==> src/rtl/rtc_bus_pkg.sv <==
// Shared definitions for the RTC AD-bus cycle engine.
//   bus_state_t   : phase sequence of one bus transaction
//   T_*_DEFAULT   : default phase lengths in clock cycles
//   RW_READ/WRITE : encoding of the rw command bit
//   phase_cycles  : maps a configured phase length to the cycles actually run
package rtc_bus_pkg;

  typedef enum logic [2:0] {
    IDLE,
    ADDR_SETUP,
    ADDR_STROBE,
    ADDR_HOLD,
    DATA_SETUP,
    DATA_STROBE,
    DATA_HOLD,
    RECOVER
  } bus_state_t;

  localparam int unsigned T_SU_DEFAULT  = 2;
  localparam int unsigned T_PW_DEFAULT  = 10;
  localparam int unsigned T_HD_DEFAULT  = 2;
  localparam int unsigned T_REC_DEFAULT = 4;

  localparam logic RW_READ  = 1'b1;
  localparam logic RW_WRITE = 1'b0;

  // A zero-length phase would never expire; it runs as a single cycle instead.
  function automatic int unsigned phase_cycles(input int unsigned p);
    return (p == 0) ? 1 : p;
  endfunction

endpackage

==> src/rtl/rtc_phase_timer.sv <==
// Loadable down-counter timing each bus phase.
//   clk, reset : clock, asynchronous active-high reset
//   load       : load load_value (phase entry)
//   load_value : phase length in cycles
//   value      : current count, equals 1 in the last cycle of a phase
//   expire     : high in the last cycle of the loaded phase
module rtc_phase_timer #(
  parameter int unsigned CW = 8
) (
  input  logic          clk,
  input  logic          reset,
  input  logic          load,
  input  logic [CW-1:0] load_value,
  output logic [CW-1:0] value,
  output logic          expire
);

  always_ff @(posedge clk or posedge reset) begin
    if (reset) begin
      value <= '0;
    end else if (load) begin
      value <= load_value;
    end else if (value != '0) begin
      value <= value - 1'b1;
    end
  end

  assign expire = (value == CW'(1));

endmodule

==> src/rtl/rtc_bus_cycle.sv <==
// Two-phase (address, then data) bus-cycle engine for the RTC chip's
// multiplexed 8-bit AD bus, with active-low strobes and programmable timing.
//   clk, reset        : clock, asynchronous active-high reset
//   start, rw         : one-cycle command request, 1 = read / 0 = write
//   addr, wdata       : register address and write data, sampled with start
//   ad_in             : bus value seen through the tri-state buffer
//   ad_out, ad_oe     : value and drive enable for the AD buffer
//   a_d, cs, rd, wr   : address/data select and active-low strobes
//   rdata             : last byte captured by a read
//   busy, done        : transaction in progress, one-cycle completion pulse
module rtc_bus_cycle
  import rtc_bus_pkg::*;
#(
  parameter int unsigned T_SU  = T_SU_DEFAULT,
  parameter int unsigned T_PW  = T_PW_DEFAULT,
  parameter int unsigned T_HD  = T_HD_DEFAULT,
  parameter int unsigned T_REC = T_REC_DEFAULT,
  parameter int unsigned CW    = 8
) (
  input  logic       clk,
  input  logic       reset,
  input  logic       start,
  input  logic       rw,
  input  logic [7:0] addr,
  input  logic [7:0] wdata,
  input  logic [7:0] ad_in,
  output logic [7:0] ad_out,
  output logic       ad_oe,
  output logic       a_d,
  output logic       cs,
  output logic       rd,
  output logic       wr,
  output logic [7:0] rdata,
  output logic       busy,
  output logic       done
);

  localparam logic [CW-1:0] LEN_SU  = CW'(phase_cycles(T_SU));
  localparam logic [CW-1:0] LEN_PW  = CW'(phase_cycles(T_PW));
  localparam logic [CW-1:0] LEN_HD  = CW'(phase_cycles(T_HD));
  localparam logic [CW-1:0] LEN_REC = CW'(phase_cycles(T_REC));

  bus_state_t    state, nxt;
  logic          rw_q;
  logic [7:0]    wdata_q;
  logic          is_write;
  logic          tmr_load, tmr_expire;
  logic [CW-1:0] tmr_load_value, tmr_value;

  rtc_phase_timer #(.CW(CW)) u_timer (
    .clk        (clk),
    .reset      (reset),
    .load       (tmr_load),
    .load_value (tmr_load_value),
    .value      (tmr_value),
    .expire     (tmr_expire)
  );

  assign is_write = (rw_q == RW_WRITE);

  always_comb begin
    nxt = state;
    unique case (state)
      IDLE:        if (start)      nxt = ADDR_SETUP;
      ADDR_SETUP:  if (tmr_expire) nxt = ADDR_STROBE;
      ADDR_STROBE: if (tmr_expire) nxt = ADDR_HOLD;
      ADDR_HOLD:   if (tmr_expire) nxt = DATA_SETUP;
      DATA_SETUP:  if (tmr_expire) nxt = DATA_STROBE;
      DATA_STROBE: if (tmr_expire) nxt = DATA_HOLD;
      DATA_HOLD:   if (tmr_expire) nxt = RECOVER;
      RECOVER:     if (tmr_expire) nxt = IDLE;
      default:                     nxt = IDLE;
    endcase

    // Every transition enters a new phase, so the timer reloads exactly then.
    tmr_load = (nxt != state);
    unique case (nxt)
      ADDR_SETUP, DATA_SETUP:   tmr_load_value = LEN_SU;
      ADDR_STROBE, DATA_STROBE: tmr_load_value = LEN_PW;
      ADDR_HOLD, DATA_HOLD:     tmr_load_value = LEN_HD;
      RECOVER:                  tmr_load_value = LEN_REC;
      default:                  tmr_load_value = '0;
    endcase
  end

  // Outputs are decoded from the next state so they are registered yet
  // line up cycle-for-cycle with the phase they belong to.
  always_ff @(posedge clk or posedge reset) begin
    if (reset) begin
      state   <= IDLE;
      rw_q    <= RW_WRITE;
      wdata_q <= '0;
      ad_out  <= '0;
      ad_oe   <= 1'b0;
      a_d     <= 1'b1;
      cs      <= 1'b1;
      rd      <= 1'b1;
      wr      <= 1'b1;
      rdata   <= '0;
      busy    <= 1'b0;
      done    <= 1'b0;
    end else begin
      state <= nxt;

      if (state == IDLE && start) begin
        rw_q    <= rw;
        wdata_q <= wdata;
        ad_out  <= addr;
      end else if (state == ADDR_HOLD && nxt == DATA_SETUP && is_write) begin
        ad_out <= wdata_q;
      end

      // Sample in the final strobe cycle while rd is still low.
      if (state == DATA_STROBE && !is_write && tmr_value == CW'(1)) begin
        rdata <= ad_in;
      end

      a_d   <= !(nxt inside {ADDR_SETUP, ADDR_STROBE, ADDR_HOLD});
      cs    <= !(nxt inside {ADDR_STROBE, DATA_STROBE});
      wr    <= !((nxt == ADDR_STROBE) || (nxt == DATA_STROBE && is_write));
      rd    <= !(nxt == DATA_STROBE && !is_write);
      ad_oe <= (nxt inside {ADDR_SETUP, ADDR_STROBE, ADDR_HOLD}) ||
               (is_write && (nxt inside {DATA_SETUP, DATA_STROBE, DATA_HOLD}));
      busy  <= (nxt != IDLE);
      done  <= (state == RECOVER) && (nxt == IDLE);
    end
  end

endmodule

==> config.mk <==
export PLATFORM = sky130hd
export DESIGN_NAME = rtc_bus_cycle
export DESIGN_NICKNAME = d
export VERILOG_FILES = /design/src/rtl/rtc_bus_pkg.sv /design/src/rtl/rtc_phase_timer.sv /design/src/rtl/rtc_bus_cycle.sv
export SDC_FILE = /design/constraint.sdc
export NUM_CORES = 1
export LEC_CHECK = 0
export ABC_AREA = 1
export BUFFER_PORTS_ARGS = -buffer_cell sky130_fd_sc_hd__buf_4
export CAP_MARGIN = 20
export CORE_MARGIN = 2
export CORE_UTILIZATION = 40
export CTS_BUF_LIST = sky130_fd_sc_hd__clkbuf_8
export CTS_CLUSTER_SIZE = 28
export DETAILED_ROUTE_END_ITERATION = 8
export GPL_TIMING_DRIVEN = 0
export REMOVE_ABC_BUFFERS = 1
export SYNTH_ARGS = -nofsm -noshare
export SYNTH_HDL_FRONTEND = slang
export SYNTH_SLANG_ARGS = --single-unit
export TNS_END_PERCENT = 20
==> constraint.sdc <==
create_clock -name clk -period 2.25 [get_ports clk]
set_clock_uncertainty 0.15 [all_clocks]
set_input_delay 0.3375 -clock clk [delete_from_list [all_inputs] [get_ports clk]]
set_output_delay 0.3375 -clock clk [all_outputs]
set_load 0.005 [all_outputs]
# After elaboration in Yosys (flattened, before gate mapping)
# Index checks and enable logic that the tools add are counted.
word_totals:
  ff_bits: 43
  inputBits: 28
  output_inout_bits: 23
  word_cells: 71
op_classes:
  add_sub_neg: 1
  eq_ne: 16
  muxes: 14
  bitwise_logic: 1
  reduce_logical: 26
op_table:
  columns: ["cell", "n"]
  rows:
  - ["$mux W8", 4]
  - ["$eq A3 B3 Y1 const B", 8]
  - ["$mux W3", 8]
  - ["$pmux W3 S8", 1]
  - ["$eq A3 B2 Y1 const B", 4]
  - ["$pmux W4 S3", 1]
  - ["$logic_and A1 B1 Y1", 9]
  - ["$reduce_bool A3 Y1", 3]
  - ["$eq A8 B1 Y1 const B", 1]
  - ["$reduce_bool A8 Y1", 1]
  - ["$sub A8 B1 Y8 const B", 1]
  - ["$eq A3 B1 Y1 const B", 2]
  - ["$logic_not A3 Y1", 2]
  - ["$reduce_bool A2 Y1", 3]
  - ["$logic_not A1 Y1", 4]
  - ["$reduce_or A4 Y1", 1]
  - ["$ne A3 B3 Y1", 1]
  - ["$logic_or A1 B1 Y1", 2]
  - ["$reduce_or A2 Y1", 1]
  - ["$not A1 Y1", 1]

# Longest topological paths before layout
logic_depth:
  word_depth: 8
  depth_mapped: 12
  depth_no_buf: 12

# Cells and area by module
# Synthesis repeated with hierarchy kept, for this count alone.
hier_totals:
  cells_unflattened: 271
  hier_area_um2: 2214.6
by_module_without_submodules:
  columns: ["module", "instances", "cells_per_inst", "area_each_um2", "seq_area_each_um2"]
  rows:
  - ["rtc_bus_cycle", 1, 191, 1639.1, 880.8]
  - ["rtc_phase_timer", 1, 80, 575.6, 200.2]

# Worst setup path after synthesis
# No wires, ideal clock.
synth_timing:
  path_type: "register to register"
  from: "register u_timer.value[1]"
  to: "register rdata[0]"
  arrival_time_ps: 1384
  required_ps: 1972
  setup_slack_ps: 588
  stages_incl_launch_ff: 7
  path_buffers: 0
  period_less_slack_ps: 1662
  path_cell_list: "dfrtp_1 -> inv_1 -> ha_1 -> nand2_2 -> nor2_8 -> nand2_2 -> mux2_1"
synth_via:
  elab_chain_cells: 2
synth_rtl:
  columns: ["item", "line", "text"]
  rows:
  - ["start: declaration", "rtc_phase_timer.sv:14", "output logic [CW-1:0] value,"]
  - ["start signal: assignment", "rtc_phase_timer.sv:22", "value <= load_value;"]
  - ["start signal: assignment", "rtc_phase_timer.sv:24", "value <= value - 1'b1;"]
  - ["$eq A8 B1 Y1", "rtc_bus_cycle.sv:114", "if (state == DATA_STROBE && !is_write && tmr_value == CW'(1)) begin"]
  - ["$logic_and A1 B1 Y1", "rtc_bus_cycle.sv:114", null]
  - ["end signal: assignment", "rtc_bus_cycle.sv:115", "rdata <= ad_in;"]
  - ["end: declaration", "rtc_bus_cycle.sv:33", "output logic [7:0] rdata,"]
# No other way between the ends.
# A chain may end at the register's enable or synchronous reset.

# Worst setup path in the final report
layout_timing:
  from: "register state[0]"
  to: "register u_timer.value[0]"
layout_via:
  elab_chain_cells: 4
  elab_cells_between_ends: 20
  classes_between: "eq/ne (8); mux (10); reduce/logical (2)"
layout_rtl:
  columns: ["item", "line", "text"]
  rows:
  - ["start: declaration", "rtc_bus_cycle.sv:43", "bus_state_t state, nxt;"]
  - ["start signal: assignment", "rtc_bus_cycle.sv:103", "state <= nxt;"]
  - ["$eq A3 B3 Y1, or another cell as far along", "rtc_bus_cycle.sv:63", "unique case (state)"]
  - ["$pmux W3 S8", "rtc_bus_cycle.sv:63", null]
  - ["$ne A3 B3 Y1 *", "rtc_bus_cycle.sv:76", "tmr_load = (nxt != state);"]
  - ["$mux W8 or $reduce_bool A2 Y1 (tied branches)", null, null]
# Every way passes the cells marked *; elsewhere a longest branch is shown, timed or not.

==> impl_metrics.csv <==
group,metric,value,unit
worst_setup_path,worstPathRequired,2.28,ns
yosys,yosysSeqAreaShare,54.0,%
cts,path_clk_slew,0.08,ns
yosys,synth-main-ff-cell,"dfrtp_1",
power_and_ir_drop,power,0.00299,W
power_and_ir_drop,power.leakage,1.28,nW
timing,max_freq,0.514,GHz
yosys,synthArstFlopShare,100,%
yosys,synth-edff-count,0,
routing,viasPerCell,4.53,
timing,slew_violations,0,
cts,clock_latency,0.29,ns
floorplanning,initial_utilization,41.8,%
yosys,syn_inst,221,
layout,n_antenna_cell,0,
worst_setup_path,r2r_slack,0.31,ns
hold_path,hold_path.class,"input port to flop",
timing,hold_viol_final,0,
cts,clockBufferDepth,2,
hold_path,hold_depth,3,
yosys,synthMostInstantiatedCell,"nand2_1",
placement,place_ws,0.291,ns
cts,numCtsBuffers,5,
timing,final-setup-viol-count,0,
yosys,syn-cell-area,2000,um2
floorplanning,die_x,74.7,um
run,drv_cap,0,
global_route,grt_max_degree,25,
timing,fin_crit,1.94,ns
worst_setup_path,end_kind,"flop",
global_route,overflow,0,
global_route,grt_use_met3,5.09,%
yosys,synthTopCellsByCount,"nand2_1, dfrtp_1, nor2_1",
timing,maxSlewHeadroom,70.7,%
floorplanning,io_pins,51,
cts,hold_buffers,1,
yosys,yosys_warnings,0,
worst_setup_path,cp_max_fo,12,
routing,num_vias,1563,
layout,area_growth_syn_to_layout,28.0,%
worst_setup_path,r2r-start,"state[0]",
global_route,grt_usage,15.8,%
cts,post_cts_buffers,0,
worst_setup_path,reg2regPathDepth,8,
placement,numPortBuffers,50,
cts,cts_tree,"built",
yosys,synth_top_cell_area_share,48.8,%
routing,drc,0,
cts,cts-resized-gates,0,
hold_path,hp-start,"wdata[3]",
floorplanning,rows,25,
placement,hpwlAfterDp,2920,um
floorplanning,die_h,74.7,um
worst_setup_path,cp_data_arrival_time,1.97,ns
cts,cts-htree-levels,2,
cts,clock-root-buffer,"clkbuf_8",
hold_path,whs_endpoint,"wdata_q[3]",
status,outcome,"completed",
yosys,avgSynthCellArea,9.05,um2
placement,gp_congestion,0.763,
global_route,antenna_found_initial,0,
timing,worst_pin_slew,0.438,ns
worst_setup_path,cp-start-kind,"flop",
timing,rsz0062_at_grt,"no",
routing,drt-initial-drc-count,50,
routing,drt_wl_total,3830,um
timing,post-route-period-util,86.4,%
yosys,yosysUniqueCellTypes,28,
yosys,synth.top_cells.by_area,"dfrtp_1, nand2_1, dfstp_2",
worst_setup_path,regToRegEndpoint,"u_timer.value[0]",
timing,holdWs,0.0819,ns
floorplanning,coreArea,4790,um2
cts,clock_sinks,43,
routing,drtPass1Iterations,4,
routing,wire_per_inst,11.1,um
timing,setup_ws,0.306,ns
layout,layout-drive-gt1-share,30.2,%
global_route,grt_pass1_vias,1535,
global_route,grt_busiest_layer,"met2",
global_route,grtUsageMet2,25.5,%
yosys,synth.largest_area_cell,"dfrtp_1",
worst_setup_path,crit_type,"flop to flop",
power_and_ir_drop,powerDensity,1170,nW/um2
global_route,met1_usage,20.3,%
global_route,grt_pass1_wl,6710,um
yosys,ys_seq_elements,43,
floorplanning,die-area,5580,um2
routing,ant_nets,0,
power_and_ir_drop,irDropWorstVdd,0.460,mV
timing,tns,0,ns
layout,final_nets,308,
layout,fill_cells,473,
## cells in the final DEF, fill, tap and decap left out, types with 4 or more instances in the layout
cell type,netlist,layout
clkbuf_8,0,5
nand3_1,10,10
buf_4,0,50
inv_1,20,20
o211ai_1,6,6
nand2_2,6,6
dfrtp_1,39,39
mux2_1,8,8
nand2_1,65,65
dfstp_2,4,4
nor2_1,22,22
inv_2,8,9
## power breakdown
group	switching [W]	total (W)	leakage, nW	internal [W]
Sequential	0.000190	0.00128	0.515	0.00109
Clock	0.000256	0.000468	0.0453	0.000212
Combinational	0.000704	0.00124	0.720	0.000534
Total	0.00115	0.00299	1.28	0.00184
## flip-flops by register name (all words and copies together) (netlist names)
name           cells
a_d                1
wr                 1
u_timer.value      8
cs                 1
rd                 1
state              3
busy               1
ad_out             8
rw_q               1
wdata_q            8
done               1
rdata              8
ad_oe              1
## per-stage QoR
stage | cell area (um2) | util (%) | cells
floorplan | 1990 | - | 218
global placement | 2440 | 51.1 | 335
detailed placement | 2460 | 51.5 | 336
CTS | 2560 | 53.5 | 345
global route | 2560 | 53.5 | 345
finish | 2560 | 53.5 | 345
## layout make-up
class / count / area [um2] / share of cell area [%]
Tap cell: 67 / 83.8 / 3.27
Sequential cell: 43 / 1080 / 42.2
Multi-Input combinational cell: 147 / 800 / 31.2
Timing Repair Buffer: 52 / 405 / 15.8
Clock buffer: 5 / 68.8 / 2.69
Clock inverter: 3 / 16.3 / 0.635
Inverter: 28 / 105 / 4.11
## worst max-delay path: stages, from the launching register on
cell and delay, ns:
dfrtp_1 0.45, nor2_1 0.14, inv_2 0.05, nor2_2 0.14, nand2_1 0.30, o211ai_1 0.22, nand2_1 0.16, inv_2 0.15
nor3_1 0.07
## kinds of logic after synthesis
| group | synth area share, % |
|---|---|
| AND/OR/NAND/NOR | 25.6 |
| adder cells (fa/ha/maj) | 1.88 |
| AO/OA/AOI/OAI | 6.19 |
| flip-flops | 54.0 |
| buffers and inverters | 6.00 |
| XOR/XNOR | 1.75 |
| multiplexers | 4.50 |
## layer usage
layer | share of wire, % | vias up
li1 | - | 814
met1 | 45 | 701
met2 | 47 | 42
met3 | 6.3 | 6
met4 | 1.5 | 0
met5 | 0 | -
## worst max-delay path by stage
| stage | startpoint | to | cells past startpoint |
|---|---|---|---|
| 3_5_place_dp | state[0] | u_timer.value[0] | 8 |
| 2_1_floorplan | u_timer.value[1] | rdata[0] | 6 |
| 4_1_cts | state[0] | u_timer.value[0] | 8 |
| 5_1_grt | state[0] | u_timer.value[3] | 9 |
| 6_report | state[0] | u_timer.value[0] | 8 |
| 3_3_place_gp | reset | u_timer.value[6] | 2 |
No activity file was read; power rests on OpenSTA's default activity.
